## src/rtl/ahb_gpio_multi.sv

```systemverilog
// AHB-Lite zero-wait-state GPIO with per-bit direction, atomic set/clear,
// multi-stage input synchroniser and sticky edge-detect interrupts.
module ahb_gpio_multi #(
    parameter int GPIO_WIDTH  = 16,
    parameter int SYNC_STAGES = 2
) (
    input  logic                  HCLK,
    input  logic                  HRESETn,
    input  logic                  HSEL,
    input  logic [31:0]           HADDR,
    input  logic [1:0]            HTRANS,
    input  logic                  HWRITE,
    input  logic [31:0]           HWDATA,
    input  logic                  HREADY,
    output logic                  HREADYOUT,
    output logic [31:0]           HRDATA,
    input  logic [GPIO_WIDTH-1:0] GPIOIN,
    output logic [GPIO_WIDTH-1:0] GPIOOUT,
    output logic [GPIO_WIDTH-1:0] GPIOOEN,
    output logic                  GPIOINT
);

    typedef logic [GPIO_WIDTH-1:0] gpio_t;

    localparam logic [2:0] A_DATA    = 3'd0;
    localparam logic [2:0] A_DIR     = 3'd1;
    localparam logic [2:0] A_OUTSET  = 3'd2;
    localparam logic [2:0] A_OUTCLR  = 3'd3;
    localparam logic [2:0] A_INTEN   = 3'd4;
    localparam logic [2:0] A_INTPOL  = 3'd5;
    localparam logic [2:0] A_INTSTAT = 3'd6;

    function automatic logic [31:0] zext(input gpio_t v);
        logic [31:0] r;
        r = '0;
        r[GPIO_WIDTH-1:0] = v;
        return r;
    endfunction

    logic [2:0]  addr_p1;
    logic        write_p1;
    logic        vld_p1;
    logic        wr_en;
    gpio_t       dataout, dir, inten, intpol, intstat;
    gpio_t       sync_q [SYNC_STAGES];
    gpio_t       syncin, syncin_d;
    gpio_t       wdata, rise, fall, evt, w1c;
    logic [31:0] rdata;
    logic        unused_bits;

    // Address phase -> data phase
    always_ff @(posedge HCLK) begin
        if (!HRESETn) begin
            addr_p1  <= '0;
            write_p1 <= 1'b0;
            vld_p1   <= 1'b0;
        end else begin
            vld_p1 <= HSEL & HTRANS[1] & HREADY;
            if (HSEL && HTRANS[1] && HREADY) begin
                addr_p1  <= HADDR[4:2];
                write_p1 <= HWRITE;
            end
        end
    end

    // Pad synchroniser and edge history
    always_ff @(posedge HCLK) begin
        if (!HRESETn) begin
            for (int i = 0; i < SYNC_STAGES; i++) sync_q[i] <= '0;
            syncin_d <= '0;
        end else begin
            sync_q[0] <= GPIOIN;
            for (int i = 1; i < SYNC_STAGES; i++) sync_q[i] <= sync_q[i-1];
            syncin_d <= syncin;
        end
    end

    assign syncin = sync_q[SYNC_STAGES-1];
    assign rise   = syncin & ~syncin_d;
    assign fall   = ~syncin & syncin_d;
    assign evt    = ~dir & ((intpol & rise) | (~intpol & fall));

    assign wdata  = HWDATA[GPIO_WIDTH-1:0];
    assign wr_en  = vld_p1 & write_p1;
    assign w1c    = (wr_en && addr_p1 == A_INTSTAT) ? wdata : '0;

    // Register file; edge events take priority over a same-cycle W1C
    always_ff @(posedge HCLK) begin
        if (!HRESETn) begin
            dataout <= '0;
            dir     <= '0;
            inten   <= '0;
            intpol  <= '0;
            intstat <= '0;
        end else begin
            if (wr_en) begin
                case (addr_p1)
                    A_DATA:   dataout <= wdata;
                    A_DIR:    dir     <= wdata;
                    A_OUTSET: dataout <= dataout | wdata;
                    A_OUTCLR: dataout <= dataout & ~wdata;
                    A_INTEN:  inten   <= wdata;
                    A_INTPOL: intpol  <= wdata;
                    default:  ;
                endcase
            end
            intstat <= (intstat & ~w1c) | evt;
        end
    end

    always_comb begin
        rdata = '0;
        if (vld_p1 && !write_p1) begin
            case (addr_p1)
                A_DATA:    rdata = zext((dir & dataout) | (~dir & syncin));
                A_DIR:     rdata = zext(dir);
                A_INTEN:   rdata = zext(inten);
                A_INTPOL:  rdata = zext(intpol);
                A_INTSTAT: rdata = zext(intstat);
                default:   rdata = '0;
            endcase
        end
    end

    assign HRDATA      = rdata;
    assign HREADYOUT   = 1'b1;
    assign GPIOOUT     = dataout;
    assign GPIOOEN     = dir;
    assign GPIOINT     = |(intstat & inten);
    assign unused_bits = ^{HADDR[31:5], HADDR[1:0], HTRANS[0], HWDATA};

endmodule

```

## config.mk

```make
export PLATFORM = sky130hd
export DESIGN_NAME = ahb_gpio_multi
export DESIGN_NICKNAME = d
export VERILOG_FILES = /design/src/rtl/ahb_gpio_multi.sv
export SDC_FILE = /design/constraint.sdc
export NUM_CORES = 1
export LEC_CHECK = 0
export ABC_AREA = 1
export BUFFER_PORTS_ARGS = -buffer_cell sky130_fd_sc_hd__buf_2
export CAP_MARGIN = 0
export CORE_MARGIN = 3
export CORE_UTILIZATION = 48
export CTS_CLUSTER_DIAMETER = 60
export DETAILED_ROUTE_END_ITERATION = 10
export HOLD_SLACK_MARGIN = 0.05
export PLACE_DENSITY = 0.76
export RECOVER_POWER = 100
export SYNTH_ARGS = -nofsm -noshare
export SYNTH_HDL_FRONTEND = slang
export SYNTH_SLANG_ARGS = --single-unit
```

## constraint.sdc

```tcl
create_clock -name HCLK -period 1.53 [get_ports HCLK]
set_clock_uncertainty 0.2 [all_clocks]
set_input_delay 0.306 -clock HCLK [delete_from_list [all_inputs] [get_ports HCLK]]
set_output_delay 0.306 -clock HCLK [all_outputs]
set_load 0.05 [all_outputs]
```

Word level (Yosys, flattened, before mapping)
Memory sizes are Yosys's and may differ from the RTL's.
Index checks and enable logic that the tools add are counted.
{"block": "word_totals", "ff_bits": 101, "ram_bits": 32, "out_inout_bits": 66, "word_cells": 61, "n_memories": 1}
{"name": "sync_q", "words": 2, "word_bits": 16, "read_ports": 2, "rd_ports_with_merged_regs": 0, "wr": 2, "line": "45", "rtl": "gpio_t sync_q [SYNC_STAGES];"}
{"block": "classes", "eq_ne": 6, "muxes": 8, "bitwise": 25, "reduce_logical": 12}
{"cell": "16-bit AND", "count": 10}
{"cell": "16-bit NOT", "count": 6}
{"cell": "16-bit one-hot mux with 5 select lines", "count": 1}
{"cell": "16-bit two-way mux", "count": 4}
{"cell": "16-bit OR", "count": 4}
{"cell": "16-bit one-hot mux with 3 select lines", "count": 1}
{"cell": "16-bit OR reduction", "count": 1}
{"cell": "3-bit equality test (second input constant)", "count": 3}
{"cell": "2-bit AND reduction", "count": 4}
{"cell": "3-bit by 2-bit equality test with 1-bit output (second input constant)", "count": 2}
{"cell": "1-bit logical AND", "count": 4}
{"cell": "1-bit AND", "count": 3}
{"cell": "3-bit by 1-bit equality test with 1-bit output (second input constant)", "count": 1}
{"cell": "3-bit zero test", "count": 1}
{"cell": "3-bit nonzero test", "count": 1}
{"cell": "1-bit two-way mux", "count": 2}
{"cell": "1-bit OR", "count": 2}
{"cell": "1-bit zero test", "count": 1}

Longest topological paths before layout
An unclocked memory read counts as a cell.
{"block": "depth", "ltp_word": 7, "depth_mapped": 9, "depth_no_buf": 8}

Worst setup path after synthesis
No wires, ideal clock.
{"block": "synth_path", "path_kind": "flip-flop to output port", "start": "reg addr_p1[0]", "end": "out HRDATA[10]", "t_arrival_ns": 1.721, "path_slack_ns": -0.697, "path_stages_with_launch": 9, "path_buffers": 1, "cell_sequence": "dfxtp_1 > inv_1 > nand2_1 > nor2_2 > buf_4 > nand2_1 > nand3_1 > nor2_1 > nor2_1"}
{"block": "synth_via", "elab_chain_len": 3}
{"element": "from (decl)", "line": "40", "rtl": "logic [2:0] addr_p1;"}
{"element": "from (signal assigned)", "line": "60", "rtl": "addr_p1 <= HADDR[4:2];"}
{"element": "3-bit equality test (tied with other cells)", "line": "114", "rtl": "case (addr_p1)"}
{"element": "16-bit one-hot mux with 5 select lines (*)", "line": "114"}
{"element": "16-bit two-way mux (*)", "line": "113", "rtl": "if (vld_p1 && !write_p1) begin"}
{"element": "to (decl)", "line": "16", "rtl": "output logic [31:0] HRDATA,"}
Every way passes the cells marked *; elsewhere a longest branch is shown, timed or not.

Worst setup path in the final report
{"block": "layout_path", "start": "reg addr_p1[1]", "end": "out HRDATA[9]"}
The elaborated chain is that of the path after synthesis.

==> impl_metrics.yaml <==
status:
  status: "finished with violations"
  violations: "setup timing"
worst_setup_path:
  end_kind: "primary output"
  max_stage_delay_ns: 0.37
  worst-path-max-fanout: 10
  worstPathCellList: "inv_6 -> nand2_4 -> inv_4 -> nand2_4 -> o21ai_0 -> nor2_2 -> nor2_4 -> buf_8"
  r2r-end: "intpol[11]$_SDFFE_PN0P_"
  cpMaxStageDelayCell: "dfxtp_4"
  critPathLaunch: "addr_p1[1]$_SDFFE_PN0P_"
  crit_top_cell: "nand2_4"
  critical_path_required_ns: 1.02
  start_kind: "flop"
  r2r-start: "addr_p1[1]$_SDFFE_PN0P_"
  regToRegSetupSlack_ns: -0.35
  crit_end: "HRDATA[9]"
  r2r_cells: 9
  cp.arrival_ns: 1.88
  critPathKind: "flop to primary output"
sta:
  setup_viol: 85
  rsz0062_at_grt: "yes"
  period_share_pct: 156.1
  fin_tns_setup_ns: -22.90
  max_freq_ghz: 0.4187
  hold_viol_final: 0
  setup_ws_ns: -0.8582
  period_needed_ns: 2.388
  drv_slew: 0
  relSlewSlack_pct: 54.67
  worstMarginPinSlew_ns: 0.6799
logic_synthesis:
  async_flop_share_pct: 0
  synth_fa_ha_area_share_pct: 0
  yosysUniqueCellTypes: 20
  syn_area_per_cell_um2: 6.618
  synth_enable_flop_cells: 0
  synth-simple-area-share_pct: 29.54
  ys_seq_elements: 133
  yosysTopAreaCell: "dfxtp_1"
  yosysMostFrequentCell: "nand2_1"
  ys_seq_area_share_pct: 45.15
  yosys.area_share.xor_xnor_pct: 0
  synth_flop_cell: "dfxtp_1"
  synth_area_leaders: "dfxtp_1, nand2_1, o21ai_0"
  synthCells: 891
  synth_area_um2: 5897
  synthMuxAreaShare_pct: 0
  synth_compound_area_share_pct: 13.16
  synth_top_family_by_area: "simple AND/OR/NAND/NOR gates"
  synth_top_area_share_pct: 45.15
  synth_common_cells: "nand2_1, dfxtp_1, inv_1, o21ai_0, nor2_1"
  yosys_warnings: 0
power:
  power_density_nw_per_um2: 874.7
  leakagePower_nw: 4.220
  p_total_mw: 8.060
  irDropWorstVdd_mv: 0.7566
drt:
  wl_mm: 22.38
  vias: 6989
  drc: 0
  firstDrtPassIters: 8
  vias_per_cell: 5.529
  drt-initial-drc-count: 833
  drt-wirelength-per-cell_um: 17.70
  ant_nets: 0
floorplanning:
  core_area_um2: 11710
  die-area_um2: 13650
  start_util_pct: 50.35
  placementRows: 39
  pin_count: 153
  die_w_um: 116.8
  chipHeight_um: 116.8
cts:
  cts_num_sinks: 133
  cts_buffers: 17
  clock_path_buffers: 2
  cts_tree: "yes"
  clkTransAtPathRegs_ns: 0.06
  htree_levels: 4
  worst_skew_pair.late_latency_ns: 0.43
  cts-root-buf: "clkbuf_16"
global_routing:
  overflow: 0
  grt_first_pass_wirelength_mm: 31.88
  grt_max_degree: 39
  grt_pass1_vias: 6416
  grt_antenna_before_repair: 0
  gr-usage-all-layers_pct: 30.66
run:
  cap_violations: 0
place:
  port_buffers: 89
  pre_cts_ws_ns: -0.4433
  placed_cell_area_um2: 7313
  hpwl_mm: 11.49
  routabilityCongestion: 0.8604
layout:
  drive_gt1_share_pct: 33.72
  num_antenna_cells: 0
  syn2layout_area_growth_pct: 56.27
  final_nets: 1195
  fin_area_um2: 9215
worst_hold_path:
  hold_path.class: "input pin to flop"
==> report_power, final <==
group	switching, mW	leakage [nW]	internal (mW)
clock	1.54	0.247	2.14
sequential	0.0499	1.10	3.53
combinational	0.500	2.87	0.299
==> cells in the final DEF, fill, tap and decap left out, types with 3 or more instances in the layout <==
cell type,Yosys,layout
a21oi_1,69,60
a21oi_2,0,9
buf_12,0,11
buf_16,0,3
buf_2,15,40
buf_4,19,70
buf_6,0,33
buf_8,0,30
clkbuf_1,17,7
clkbuf_16,0,18
clkbuf_2,0,4
clkbuf_4,0,4
clkinv_2,0,3
clkinvlp_4,0,4
conb_1,2,17
dfxtp_1,133,91
dfxtp_2,0,35
dfxtp_4,0,7
dlygate4sd3_1,0,36
inv_1,108,104
inv_2,4,4
inv_4,0,4
nand2_1,298,261
nand2_2,1,29
nand2_4,0,8
nand3_1,56,42
nand3_2,0,14
nand4_1,3,3
nor2_1,72,38
nor2_2,2,15
nor2_4,2,23
o21ai_0,82,53
o21ai_1,4,29
o21ai_2,0,4
==> logic make-up after synthesis <==
kind of cell / Yosys count
simple gates: 436
buf+inv: 165
compound gates: 155
flops: 133
other cells: 2
==> final cells by class <==
| type | instances | area, um2 |
|---|---|---|
| multi-input combinational | 608 | 3042 |
| fill | 703 | 2496 |
| clock buffer | 24 | 471.7 |
| tap | 143 | 178.9 |
| sequential | 133 | 2733 |
| timing repair buffer | 234 | 2293 |
| inverter | 114 | 445.4 |
| clock inverter | 8 | 51.30 |
==> stage by stage <==
| stage | instances | hold slack [ns] | util (%) |
|---|---|---|---|
| floorplan | 906 | 0.1905 | - |
| global placement | 1178 | 0.1932 | 62.45 |
| detailed placement | 1178 | 0.1971 | 62.45 |
| CTS | 1262 | 0.05705 | 76.46 |
| global route | 1264 | 0.1839 | 78.69 |
| finish | 1264 | 0.1506 | 78.69 |
==> worst max-delay path: cells and delay by family, from the launching register on <==
| family | cells | cell delay (ns) |
|---|---|---|
| AND/OR/NAND/NOR | 4 | 0.42 |
| AO/OA/AOI/OAI | 1 | 0.33 |
| buffers and inverters | 3 | 0.32 |
| flip-flops | 1 | 0.37 |
==> timing repair <==
item                                    CTS  global route
setup buffers                            14             6
endpoints found under the hold margin    73             0
endpoints found under the setup margin  103           111
resized for setup                       177           113
gates cloned                              4             1
pin swaps                                14            20
hold buffers                             36             0
==> routing by layer <==
layer	part of all wire, %	up-vias	global-route usage [%]
met5	0	-	0
met4	5.5	0	14.68
met3	9.5	122	8.021
met2	48	485	50.78
met1	37	3195	37.15
li1	-	3187	-
==> flip-flops by register name, indices dropped and copies added, names as in the netlist <==
signal / count
inten: 16
intstat: 16
GPIOOUT: 16
sync_q: 32
vld_p1: 1
write_p1: 1
syncin_d: 16
intpol: 16
addr_p1: 3
GPIOOEN: 16
==> worst min-delay path by stage <==
| stage | from | endpoint | slack, ns | cells after the start |
|---|---|---|---|---|
| 6_report | HTRANS[1] | vld_p1$_SDFF_PN0_ | 0.15 | 3 |
| 2_1_floorplan | sync_q[0][0]$_SDFF_PN0_ | sync_q[0][16]$_SDFF_PN0_ | 0.19 | 2 |
| 4_1_cts | HRESETn | syncin_d[6]$_SDFF_PN0_ | 0.06 | 3 |
| 3_5_place_dp | sync_q[0][9]$_SDFF_PN0_ | sync_q[0][25]$_SDFF_PN0_ | 0.20 | 2 |
| 5_1_grt | HTRANS[1] | addr_p1[2]$_SDFFE_PN0P_ | 0.18 | 3 |
| 3_3_place_gp | sync_q[0][3]$_SDFF_PN0_ | sync_q[0][19]$_SDFF_PN0_ | 0.19 | 2 |
Power figures use the tool's default switching activity.
